$ cat config.mk
export PLATFORM = sky130hd
export DESIGN_NAME = keypad_scan
export DESIGN_NICKNAME = d
export VERILOG_FILES = /design/src/rtl/keypad_pkg.sv /design/src/rtl/keypad_debounce.sv /design/src/rtl/keypad_scan.sv
export SDC_FILE = /design/constraint.sdc
export NUM_CORES = 1
export LEC_CHECK = 0
export BUFFER_PORTS_ARGS = -buffer_cell sky130_fd_sc_hd__buf_2
export CORE_UTILIZATION = 50
export DETAILED_ROUTE_END_ITERATION = 16
export GPL_ROUTABILITY_DRIVEN = 0
export PLACE_DENSITY = 0.84
export SYNTH_ARGS = -nofsm -noshare
export SYNTH_HDL_FRONTEND = slang
export SYNTH_SLANG_ARGS = --single-unit
$ cat constraint.sdc
create_clock -name clk -period 1.7 [get_ports clk]
set_input_delay 0.085 -clock clk [delete_from_list [all_inputs] [get_ports clk]]
set_output_delay 0.085 -clock clk [all_outputs]
set_load 0.01 [all_outputs]
$ cat src/rtl/keypad_pkg.sv
// Shared constants, debounce state type and column-decode helper for the keypad scanner.
package keypad_pkg;

   localparam int NUM_ROWS = 4;
   localparam int NUM_COLS = 4;
   localparam int KEY_W    = 4;

   typedef enum logic [1:0] {
      RELEASED,
      PRESS_CHECK,
      PRESSED,
      RELEASE_CHECK
   } deb_state_t;

   // Row 0 driven low out of reset
   localparam logic [NUM_ROWS-1:0] ROW_RESET = 4'b1110;

   // Index of the lowest-numbered active-low column; caller checks that one is active
   function automatic logic [1:0] first_low_col(input logic [NUM_COLS-1:0] cols);
      logic [1:0] idx;
      idx = 2'd0;
      for (int c = NUM_COLS - 1; c >= 0; c--) begin
         if (!cols[c]) idx = 2'(c);
      end
      return idx;
   endfunction

endpackage

$ cat src/rtl/keypad_debounce.sv
// Debounces whole-scan results into a one-clock press strobe plus a held flag.
module keypad_debounce
   import keypad_pkg::*;
#(
   parameter int DEBOUNCE_SCANS = 3
) (
   input  logic             clk,
   input  logic             rst_n,
   input  logic             scan_done,
   input  logic             found,
   input  logic [KEY_W-1:0] code,
   output logic [KEY_W-1:0] key_code,
   output logic             key_valid,
   output logic             key_held
);

   localparam int CNT_W = $clog2(DEBOUNCE_SCANS + 1);
   localparam logic [CNT_W-1:0] CNT_MAX = CNT_W'(DEBOUNCE_SCANS);
   localparam logic [CNT_W-1:0] CNT_ONE = CNT_W'(1);

   deb_state_t       state_q;
   logic [CNT_W-1:0] cnt_q;
   logic [CNT_W-1:0] cnt_inc;
   logic [KEY_W-1:0] cand_q;

   // Saturating increment so the counter never wraps
   always_comb begin
      cnt_inc = (cnt_q == CNT_MAX) ? cnt_q : cnt_q + CNT_ONE;
   end

   // Debounce FSM; advances only on the end-of-scan strobe, outputs are registered
   always_ff @(posedge clk or negedge rst_n) begin
      if (!rst_n) begin
         state_q   <= RELEASED;
         cnt_q     <= '0;
         cand_q    <= '0;
         key_code  <= '0;
         key_valid <= 1'b0;
         key_held  <= 1'b0;
      end else begin
         key_valid <= 1'b0;
         if (scan_done) begin
            unique case (state_q)
               RELEASED: begin
                  if (found) begin
                     if (DEBOUNCE_SCANS == 1) begin
                        key_code  <= code;
                        key_valid <= 1'b1;
                        key_held  <= 1'b1;
                        cnt_q     <= '0;
                        state_q   <= PRESSED;
                     end else begin
                        cand_q  <= code;
                        cnt_q   <= CNT_ONE;
                        state_q <= PRESS_CHECK;
                     end
                  end
               end
               PRESS_CHECK: begin
                  if (found && code == cand_q) begin
                     if (cnt_inc == CNT_MAX) begin
                        key_code  <= cand_q;
                        key_valid <= 1'b1;
                        key_held  <= 1'b1;
                        cnt_q     <= '0;
                        state_q   <= PRESSED;
                     end else begin
                        cnt_q <= cnt_inc;
                     end
                  end else if (found) begin
                     // A different key restarts the press qualification
                     cand_q <= code;
                     cnt_q  <= CNT_ONE;
                  end else begin
                     cnt_q   <= '0;
                     state_q <= RELEASED;
                  end
               end
               PRESSED: begin
                  if (!(found && code == key_code)) begin
                     if (DEBOUNCE_SCANS == 1) begin
                        key_held <= 1'b0;
                        cnt_q    <= '0;
                        state_q  <= RELEASED;
                     end else begin
                        cnt_q   <= CNT_ONE;
                        state_q <= RELEASE_CHECK;
                     end
                  end
               end
               RELEASE_CHECK: begin
                  if (found && code == key_code) begin
                     cnt_q   <= '0;
                     state_q <= PRESSED;
                  end else if (cnt_inc == CNT_MAX) begin
                     // Any other key counts only toward release
                     key_held <= 1'b0;
                     cnt_q    <= '0;
                     state_q  <= RELEASED;
                  end else begin
                     cnt_q <= cnt_inc;
                  end
               end
               default: begin
                  cnt_q   <= '0;
                  state_q <= RELEASED;
               end
            endcase
         end
      end
   end

endmodule

$ cat src/rtl/keypad_scan.sv
// 4x4 active-low keypad row scanner: column synchroniser, row/settle counters,
// per-scan accumulator, and the debouncer that produces key events.
module keypad_scan
   import keypad_pkg::*;
#(
   parameter int SETTLE_TICKS   = 4,
   parameter int DEBOUNCE_SCANS = 3
) (
   input  logic                clk,
   input  logic                rst_n,
   input  logic                scan_tick,
   input  logic [NUM_COLS-1:0] COLUMN,
   output logic [NUM_ROWS-1:0] ROW,
   output logic [KEY_W-1:0]    key_code,
   output logic                key_valid,
   output logic                key_held
);

   localparam int TICK_W = $clog2(SETTLE_TICKS);
   localparam logic [TICK_W-1:0] LAST_TICK = TICK_W'(SETTLE_TICKS - 1);

   logic [NUM_COLS-1:0] col_meta_q;
   logic [NUM_COLS-1:0] col_sync_q;
   logic [TICK_W-1:0]   tick_q;
   logic [1:0]          row_idx_q;
   logic [1:0]          row_idx_nxt;
   logic                sample;
   logic                found_q;
   logic [KEY_W-1:0]    code_q;
   logic                scan_done_q;

   // Sample strobe on the last settle tick of the current row
   always_comb begin
      sample      = scan_tick && (tick_q == LAST_TICK);
      row_idx_nxt = row_idx_q + 2'd1;
   end

   // Two-flop synchroniser for the asynchronous column lines
   always_ff @(posedge clk or negedge rst_n) begin
      if (!rst_n) begin
         col_meta_q <= '1;
         col_sync_q <= '1;
      end else begin
         col_meta_q <= COLUMN;
         col_sync_q <= col_meta_q;
      end
   end

   // Settle-tick counter and row advance; ROW changes in the same clk as the index
   always_ff @(posedge clk or negedge rst_n) begin
      if (!rst_n) begin
         tick_q    <= '0;
         row_idx_q <= '0;
         ROW       <= ROW_RESET;
      end else if (scan_tick) begin
         if (sample) begin
            tick_q    <= '0;
            row_idx_q <= row_idx_nxt;
            ROW       <= ~(4'b0001 << row_idx_nxt);
         end else begin
            tick_q <= tick_q + TICK_W'(1);
         end
      end
   end

   // Accumulate the first active key of the scan; cleared once the debouncer has seen it
   always_ff @(posedge clk or negedge rst_n) begin
      if (!rst_n) begin
         found_q     <= 1'b0;
         code_q      <= '0;
         scan_done_q <= 1'b0;
      end else begin
         scan_done_q <= sample && (row_idx_q == 2'd3);
         if (scan_done_q) begin
            found_q <= 1'b0;
            code_q  <= '0;
         end else if (sample && !found_q && (col_sync_q != '1)) begin
            found_q <= 1'b1;
            code_q  <= {row_idx_q, first_low_col(col_sync_q)};
         end
      end
   end

   keypad_debounce #(
      .DEBOUNCE_SCANS (DEBOUNCE_SCANS)
   ) u_debounce (
      .clk       (clk),
      .rst_n     (rst_n),
      .scan_done (scan_done_q),
      .found     (found_q),
      .code      (code_q),
      .key_code  (key_code),
      .key_valid (key_valid),
      .key_held  (key_held)
   );

endmodule
==> results.cfg, run 1 <==
[outcome]
status = finished, violations left
violations = setup timing

[finish]
fill_cells = 214
layout_commonest_cell = dfrtp_1
multi_input_area_um2 = 593
fin_area_um2 = 1860
fin_cells = 190
syn_to_final_growth_pct = 20.4
final_cell_mix = dfrtp_1 (25), buf_2 (16), dfstp_2 (11), o21ai_0 (11), buf_4 (10)
antenna_cells = 0
final-seq-area_um2 = 915
fin_util_pct = 65.2
nets = 170
drive_gt1_share_pct = 36.5

[power_and_ir_drop]
ir_worst_vdd_uv = 831
p_per_area_nw_per_um2 = 1510
leakagePower_nw = 0.911
finalPower_mw = 2.81

[global_routing]
antenna_found_initial = 0
grt_pass1_vias = 1113
gr-total-overflow = 0
track_usage_pct = 19.6
grt_max_degree = 37
grt_pass1_wl_mm = 4.71

[synth]
synth.top_cell.area_share_pct = 40.5
synth_edf_count = 0
ys.flop_type = dfrtp_1
synth_cells = 123
yosysWarnings = 0
synth-seq-cells = 36
synth_cell_types = 30
postSynth.asyncResetShare_pct = 100
syn_area_um2 = 1550
synth.net_count = 135
ys_top_cells_by_area = dfrtp_1 (40%), dfstp_2 (19%), mux2_2 (4.4%)
yosysSeqAreaShare_pct = 59.2
post-synth-top-area-cell = dfrtp_1
synth_area_per_cell_um2 = 12.6

[critical_path]
worstPathCellList = xor2_1 -> nor4_2 -> and2b_1 -> and2_4 -> mux2_4
crit_buf_inv = 0
critPathSlowestCell = dfrtp_1
crit_path_max_fanout = 6
crit_required_ns = 1.93
start_kind = register
critPathKind = register to register
cp.arrival_ns = 1.94
crit_path_end_kind = register
cp_slowest_stage_delay_ns = 0.42
path_delay_family = simple AND/OR/NAND/NOR gates

[sta]
slew_headroom_pct = 48.5
final-setup-viol-count = 1
finalCritPeriodShare_pct = 100
finalCriticalPeriod_ns = 1.70
layout_setup_ws_ns = -0.00348
hold_violations = 0
holdWs_ns = 0.346
rsz0062_at_grt = true
skew_ns = 0.00617
worstMarginPinSlew_ns = 0.773
achievable-frequency_mhz = 587
drv_slew = 0

[clock_tree]
htree_levels = 2
clock_sinks = 36
cts_tree = yes
root_buffer = clkbuf_4
clock_latency_ns = 0.34
path_clk_slew_ns = 0.10
cts_buffers = 5
clockBufferDepth = 2

[route]
drt_wl_total_mm = 2.83
firstDrtPassIters = 8
avgViaCountPerCell = 5.47
wire_per_inst_um = 14.9
route.detailed.drc = 0
ant_nets = 0
num_vias = 1039
drt_iter0_drc = 19

[die]
dieArea_um2 = 3320
coreArea_um2 = 2850
io_pins = 17
fp.dieW_um = 57.6
num_rows = 19
start_util_pct = 54.2
die_h_um = 57.6

[place]
post-dp-hpwl_mm = 1.95
dp.cells = 172
numPortBuffers = 16
placed_cell_area_um2 = 1680

[min_path]
hold_class = primary input to asynchronous set/reset pin

[run]
maxCapViolations = 0
## per-layer routing
metal	part of all wire, %	GRT usage [%]	vias up	routed length, um
met5	0	0	-	0
met4	2.8	14.6	0	79
met3	4.5	4.99	11	126
met2	52	33.1	35	1480
met1	40	21.2	496	1140
li1	-	-	497	-
## worst reg2reg max path, stage by stage (launching register included)
cell and delay, ns:
dfrtp_1 0.42, xor2_1 0.17, nor4_2 0.31, and2b_1 0.18
and2_4 0.20, mux2_4 0.32
## through the flow
step,TNS [ns],worst slack (ns)
floorplan,0,0.000142
global placement,0,0.0828
detailed placement,0,0.00398
CTS,-0.0110,-0.0110
global route,-0.124,-0.0392
finish,-0.00348,-0.00348
## cells in the mapped netlist (4+ instances only)
cell and number:
dfrtp_1 25, o21ai_0 12, dfstp_2 11, nand2_1 9, inv_1 6, mux2_2 6
nor2_1 6, ha_1 5, xnor2_1 5, a21oi_1 4, mux2_4 4, xor2_1 4
## worst paths after layout
path                                          from                            endpoint  slack [ns]  depth (start not counted)
setup / recovery             code_q[0]$_DFFE_PN0P_  u_debounce.key_code[3]$_DFFE_PN0P_      -0.003                          5
hold / removal                               rst_n   u_debounce.state_q[1]$_DFFE_PN0P_        0.35                          2
setup reg to reg             code_q[0]$_DFFE_PN0P_  u_debounce.key_code[3]$_DFFE_PN0P_      -0.003                          5
hold reg to reg            col_meta_q[2]$_DFF_PN1_             col_sync_q[2]$_DFF_PN1_        0.36                          0
max in group asynchronous                    rst_n      u_debounce.key_valid$_DFF_PN0_        0.86                          2
min in group clk           col_meta_q[2]$_DFF_PN1_             col_sync_q[2]$_DFF_PN1_        0.36                          0
## registers in the layout, summed over array words and instances (netlist names)
signal and cells:
u_debounce.key_code 4, col_meta_q 4, found_q 1, u_debounce.key_valid 1, u_debounce.cand_q 4, scan_done_q 1, row_idx_q 2, u_debounce.cnt_q 2
ROW 4, u_debounce.key_held 1, col_sync_q 4, u_debounce.state_q 2, tick_q 2, code_q 4
## cell type report
class                      count  area share [%]
inverter                       6            1.21
multi-input combinational     77            31.9
clock inverter                 2            1.88
sequential                    36            49.2
tap                           31            2.08
clock buffer                   6            2.22
timing repair buffer          32            11.6
## cell families after synthesis
| group | count (synthesis) | share of synthesized area, % |
|---|---|---|
| flip-flops | 36 | 59.2 |
| AND/OR/NAND/NOR | 26 | 8.50 |
| AO/OA/AOI/OAI | 24 | 9.80 |
| multiplexers | 13 | 10.2 |
| buffers and inverters | 10 | 3.16 |
| XOR/XNOR | 9 | 5.10 |
| adder cells (fa/ha/maj) | 5 | 4.05 |
## report_power, final
| group | internal, mW | leakage [nW] | switching, mW |
|---|---|---|---|
| Combinational | 0.491 | 0.434 | 0.455 |
| Sequential | 1.09 | 0.435 | 0.193 |
| Clock | 0.308 | 0.0422 | 0.272 |
## timing repair
action	in CTS	in global routing
hold endpoints to repair	30	0
setup endpoints to repair	4	10
pin swaps	2	2
hold buffers	6	0
gates resized for setup	0	5
cloned	0	0
buffers inserted	2	2
Power figures use the tool's default switching activity.
==> run 2, diff against run 1 <==
ABC_AREA = 1   (was default)
PLACE_DENSITY = 0.72   (was 0.84)
==> run 2 against run 1 <==
Net effect:
- the run now ends clean
- routed wire length grew 5.2%
- register-to-register slack improved by 0.20 ns
- die area grew 7.7%
- hold slack got worse by 0.028 ns
- utilization shrank 2.6 points
- synthesized area increased by 8.0%
- total power is 1.7% higher
- global-route usage grew 0.48 points
- clock-buffer cell count fell by 1
- critical path depth is 2 higher
- sequential cell count unchanged
- cell count rose by 38%
- highest routed layer unchanged
==> results.cfg, run 2 <==
[outcome]
status = completed

[critical_path]
cp.arrival_ns = 1.75
crit_path_end_kind = register
rrSetupSlack_ns = 0.19
start_kind = register
critPathKind = register to register
critPathSlowestCell = dfrtp_1
cp_slowest_stage_delay_ns = 0.40
crit_required_ns = 1.94
worstPathCellList = inv_1 -> nor2_1 -> nor2_2 -> nand4_1 -> or2_1 -> nand2_1 -> o21ai_2
crit_path_max_fanout = 9

[clock_tree]
clock_sinks = 36
cts_tree = yes
cts_resized = 0
path_clk_slew_ns = 0.12
clockBufferDepth = 2
cts_buffers = 5
clock_latency_ns = 0.35
htree_levels = 2
root_buffer = clkbuf_4

[synth]
yosysWarnings = 0
ys_top_cells_by_area = dfrtp_1 (37%), dfstp_2 (17%), nand2_1 (12%)
synth_common_cells = nand2_1 (55), dfrtp_1 (25), inv_1 (23)
synth.net_count = 201
synth_edf_count = 0
synth_cells = 189
ys.flop_type = dfrtp_1
post-synth-top-area-cell = dfrtp_1
yosysSeqAreaShare_pct = 54.8
synth.most_common_cell = nand2_1
postSynth.asyncResetShare_pct = 100
synth-seq-cells = 36
synth.top_cell.area_share_pct = 37.5
synth_area_per_cell_um2 = 8.83
synth_cell_types = 27
syn_area_um2 = 1670

[global_routing]
grt_max_degree = 37
busiest_layer = met2
grt_pass1_wl_mm = 5.18
gr-usage-met3_pct = 6.71
track_usage_pct = 20.1
grt.met1_usage_pct = 23.5
met2_usage_pct = 33.3
gr-total-overflow = 0
grt_pass1_vias = 1253
antenna_found_initial = 0

[power_and_ir_drop]
p_per_area_nw_per_um2 = 1470
leakagePower_nw = 0.981
ir_worst_vdd_uv = 782

[route]
firstDrtPassIters = 4
avgViaCountPerCell = 4.95
ant_nets = 0
num_vias = 1301
drt_wl_total_mm = 2.97
drt_iter0_drc = 49
wire_per_inst_um = 11.3
route.detailed.drc = 0

[die]
die_h_um = 59.8
start_util_pct = 53.8
io_pins = 17
fp.dieW_um = 59.8
dieArea_um2 = 3570
coreArea_um2 = 3100
num_rows = 20

[sta]
layout_setup_ws_ns = 0.192
final-setup-viol-count = 0
achievable-frequency_mhz = 663
finalCriticalPeriod_ns = 1.51
slew_headroom_pct = 50.9
hold_violations = 0
drv_slew = 0
holdWs_ns = 0.318
skew_ns = 0.00577
rsz0062_at_grt = false
finalCritPeriodShare_pct = 88.7
tns_ns = 0
worstMarginPinSlew_ns = 0.737

[place]
numPortBuffers = 16
pre_cts_slack_ns = 0.216
post-dp-hpwl_mm = 2.20

[finish]
fill_cells = 288
fin_util_pct = 62.7
drive_gt1_share_pct = 23.3
syn_to_final_growth_pct = 16.5
layout_commonest_cell = nand2_1
antenna_cells = 0
nets = 230
final_cell_mix = nand2_1 (55), dfrtp_1 (25), inv_1 (23)

[min_path]
hold_class = primary input to asynchronous set/reset pin

[run]
maxCapViolations = 0
## run 2: metrics by stage
step | area [um^2] | power [mW] | instances
2_1_floorplan | 1670 | 1.98 | 189
3_3_place_gp | 1800 | 2.19 | 249
3_5_place_dp | 1800 | 2.23 | 249
4_1_cts | 1940 | 2.87 | 263
5_1_grt | 1940 | 3.09 | 263
6_report | 1940 | 2.86 | 263
## run 2: routing by layer
| metal | wire length, um | share of wire (%) |
|---|---|---|
| met5 | 0 | 0 |
| met4 | 55 | 1.8 |
| met3 | 146 | 4.9 |
| met2 | 1450 | 49 |
| met1 | 1320 | 44 |
## run 2: cells by family after synthesis
family	share of synthesized area, %
adders and majority gates	3.75
xor gates and xnor gates	1.05
DFF	54.8
buffers and inverters	7.27
AOI/OAI and AO/OA	8.17
muxes	0.675
and+or+nand+nor	24.3
## run 2: final cells by class
class / count / area, um^2 / area share, %
flip-flops and latches: 36 / 915 / 47.0
multi-input cells: 124 / 633 / 32.6
repair buffers: 23 / 148 / 7.59
inverters: 28 / 110 / 5.66
well taps: 44 / 55.1 / 2.83
clock inverters: 3 / 46.3 / 2.38
clock buffers: 5 / 37.5 / 1.93
## run 2: repair_timing
action	CTS	global route
endpoints found under the setup margin	0	0
hold buffers	6	0
hold endpoints to repair	30	0
buffers inserted	0	0
## run 2: worst paths after layout
kind,start,endpoint,depth (start not counted)
setup / recovery,u_debounce.cand_q[3]$_DFFE_PN0P_,u_debounce.key_code[1]$_DFFE_PN0P_,7
hold / removal,rst_n,u_debounce.key_code[0]$_DFFE_PN0P_,2
min in group clk,col_meta_q[3]$_DFF_PN1_,col_sync_q[3]$_DFF_PN1_,0
hold reg to reg,col_meta_q[3]$_DFF_PN1_,col_sync_q[3]$_DFF_PN1_,0
setup reg to reg,u_debounce.cand_q[3]$_DFFE_PN0P_,u_debounce.key_code[1]$_DFFE_PN0P_,7
max in group asynchronous,rst_n,u_debounce.cnt_q[1]$_DFFE_PN0P_,2
## run 2: critical path: cells and delay by family, from the launching register on
kind | cells | cell delay, ns
buf+inv | 1 | 0.11
flops | 1 | 0.40
simple gates | 5 | 0.82
compound gates | 1 | 0.06
## run 2: power breakdown
| group | total, mW | internal [mW] | switching, mW |
|---|---|---|---|
| clock | 0.627 | 0.314 | 0.313 |
| combinational | 0.941 | 0.356 | 0.584 |
| sequential | 1.29 | 1.10 | 0.186 |
| total | 2.86 | 1.77 | 1.08 |
==> run 3, diff against run 2 <==
PLACE_DENSITY = default   (was 0.72)
PLACE_DENSITY_LB_ADDON = 0.2   (was default)
==> run 3 against run 2 <==
Net effect:
- clock skew increased by 0.0011 ns
- via count decreased by 1.2%
- die area is the same
- sequential cell count unchanged
- cell area is 0.19% lower
- critical path type unchanged
- first-iteration DRC count grew 88%
- highest routed layer unchanged
- sequential power about the same
- sequential share of layout area increased by 0.091 points
- combinational power up 1%
- cell count unchanged
- critical path depth unchanged
- total power hardly changed
==> results.cfg, run 3 (synthesis results as in run 2) <==
[route]
firstDrtPassIters = 4
drt_wl_total_mm = 2.98
wire_per_inst_um = 11.3
route.detailed.drc = 0
num_vias = 1286
avgViaCountPerCell = 4.89
drt_iter0_drc = 92
ant_nets = 0

[finish]
multi_input_area_um2 = 633
syn_to_final_growth_pct = 16.3
layout_commonest_cell = nand2_1
antenna_cells = 0
final_cell_mix = nand2_1 (55), dfrtp_1 (25), inv_1 (23)
final-seq-area_um2 = 915
drive_gt1_share_pct = 23.3
fill_cells = 275
nets = 230

[place]
pre_cts_slack_ns = 0.200
post-dp-hpwl_mm = 2.15
numPortBuffers = 16

[critical_path]
critPathLaunch = u_debounce.cand_q[3]$_DFFE_PN0P_
crit_path_max_fanout = 9
critPathKind = register to register
start_kind = register
endpoint = u_debounce.key_code[3]$_DFFE_PN0P_
cp.arrival_ns = 1.79
rrSetupSlack_ns = 0.16
crit_path_end_kind = register
worst_r2r_endpoint = u_debounce.key_code[3]$_DFFE_PN0P_
crit_required_ns = 1.94
reg2reg_from = u_debounce.cand_q[3]$_DFFE_PN0P_
r2r_cells = 7

[clock_tree]
cts_buffers = 5
clock_sinks = 36
cts_tree = yes
htree_levels = 2
clockBufferDepth = 2
root_buffer = clkbuf_4
clock_latency_ns = 0.35
path_clk_slew_ns = 0.11

[die]
die_h_um = 59.8
coreArea_um2 = 3100
num_rows = 20
start_util_pct = 53.8
dieArea_um2 = 3570
io_pins = 17
fp.dieW_um = 59.8

[power_and_ir_drop]
combPwrFrac_pct = 33.4
ir_worst_vdd_uv = 678
p_switching_mw = 1.08
p_sw_share_pct = 38.0
leakagePower_nw = 0.980
seqPwrFrac_pct = 45.3
p_per_area_nw_per_um2 = 1470
p_int_mw = 1.77
p_clk_share_pct = 21.3

[run]
maxCapViolations = 0

[sta]
finalCriticalPeriod_ns = 1.54
rsz0062_at_grt = false
skew_ns = 0.00687
final-setup-viol-count = 0
slew_headroom_pct = 49.3
tns_ns = 0
worstMarginPinSlew_ns = 0.760
achievable-frequency_mhz = 648
hold_violations = 0
finalCritPeriodShare_pct = 90.8
drv_slew = 0
layout_setup_ws_ns = 0.156

[global_routing]
grt_max_degree = 37
grt_pass1_vias = 1214
gr-total-overflow = 0
antenna_found_initial = 0
track_usage_pct = 20.6
grt_pass1_wl_mm = 5.22

[min_path]
hold_class = primary input to asynchronous set/reset pin

[outcome]
status = completed
[run 3: stage by stage]
step | hold WS (ns) | cells | util (%) | area (um^2) | total power [mW]
6_report | 0.328 | 263 | 62.5 | 1940 | 2.85
5_1_grt | 0.337 | 263 | 62.5 | 1940 | 3.09
4_1_cts | 0.352 | 263 | 62.5 | 1940 | 2.87
3_5_place_dp | 0.192 | 249 | 58.0 | 1800 | 2.24
3_3_place_gp | 0.191 | 249 | 58.0 | 1800 | 2.19
2_1_floorplan | -0.211 | 189 | - | 1670 | 1.98
[run 3: power groups by stage]
stage               clock network, mW  registers, mW  logic, mW
floorplan                           0           1.29      0.690
global placement                    0           1.29      0.899
detailed placement                  0           1.31      0.935
CTS                             0.625           1.29      0.957
global route                    0.664           1.33       1.10
finish                          0.608           1.29      0.952
[run 3: how the worst min path moves through the flow]
stage | slack [ns] | from | endpoint
2_1_floorplan | -0.21 | rst_n | ROW[0]$_DFFE_PN0P_
3_3_place_gp | 0.19 | COLUMN[0] | col_meta_q[0]$_DFF_PN1_
3_5_place_dp | 0.19 | COLUMN[0] | col_meta_q[0]$_DFF_PN1_
4_1_cts | 0.35 | rst_n | code_q[0]$_DFFE_PN0P_
5_1_grt | 0.34 | COLUMN[1] | col_meta_q[1]$_DFF_PN1_
6_report | 0.33 | rst_n | u_debounce.key_code[0]$_DFFE_PN0P_
[run 3: worst max-delay path, stage by stage (launching register included)]
cell	delay, ns
dfrtp_1	0.41
inv_1	0.12
nor2_1	0.07
nor2_2	0.14
nand4_1	0.14
or2_1	0.38
nand2_1	0.13
o21ai_2	0.05
[run 3: layout make-up]
type / instances / share of cell area [%]
multi-input cells: 124 / 32.6
repair buffers: 23 / 7.61
flip-flops and latches: 36 / 47.1
clock inverters: 3 / 2.19
clock buffers: 5 / 1.93
well taps: 44 / 2.84
inverters: 28 / 5.67
[run 3: layer usage]
| metal | track usage [%] | share of wire (%) |
|---|---|---|
| met1 | 24.5 | 44 |
| met5 | 0 | 0 |
| met3 | 6.49 | 5.1 |
| met4 | 11.3 | 2.8 |
| met2 | 33.0 | 48 |
[run 3: repair_timing]
action / 4_1_cts / 5_1_grt
endpoints found under the hold margin: 30 / 0
gates resized for setup: 0 / 0
buffers inserted: 0 / 0
hold buffers: 6 / 0
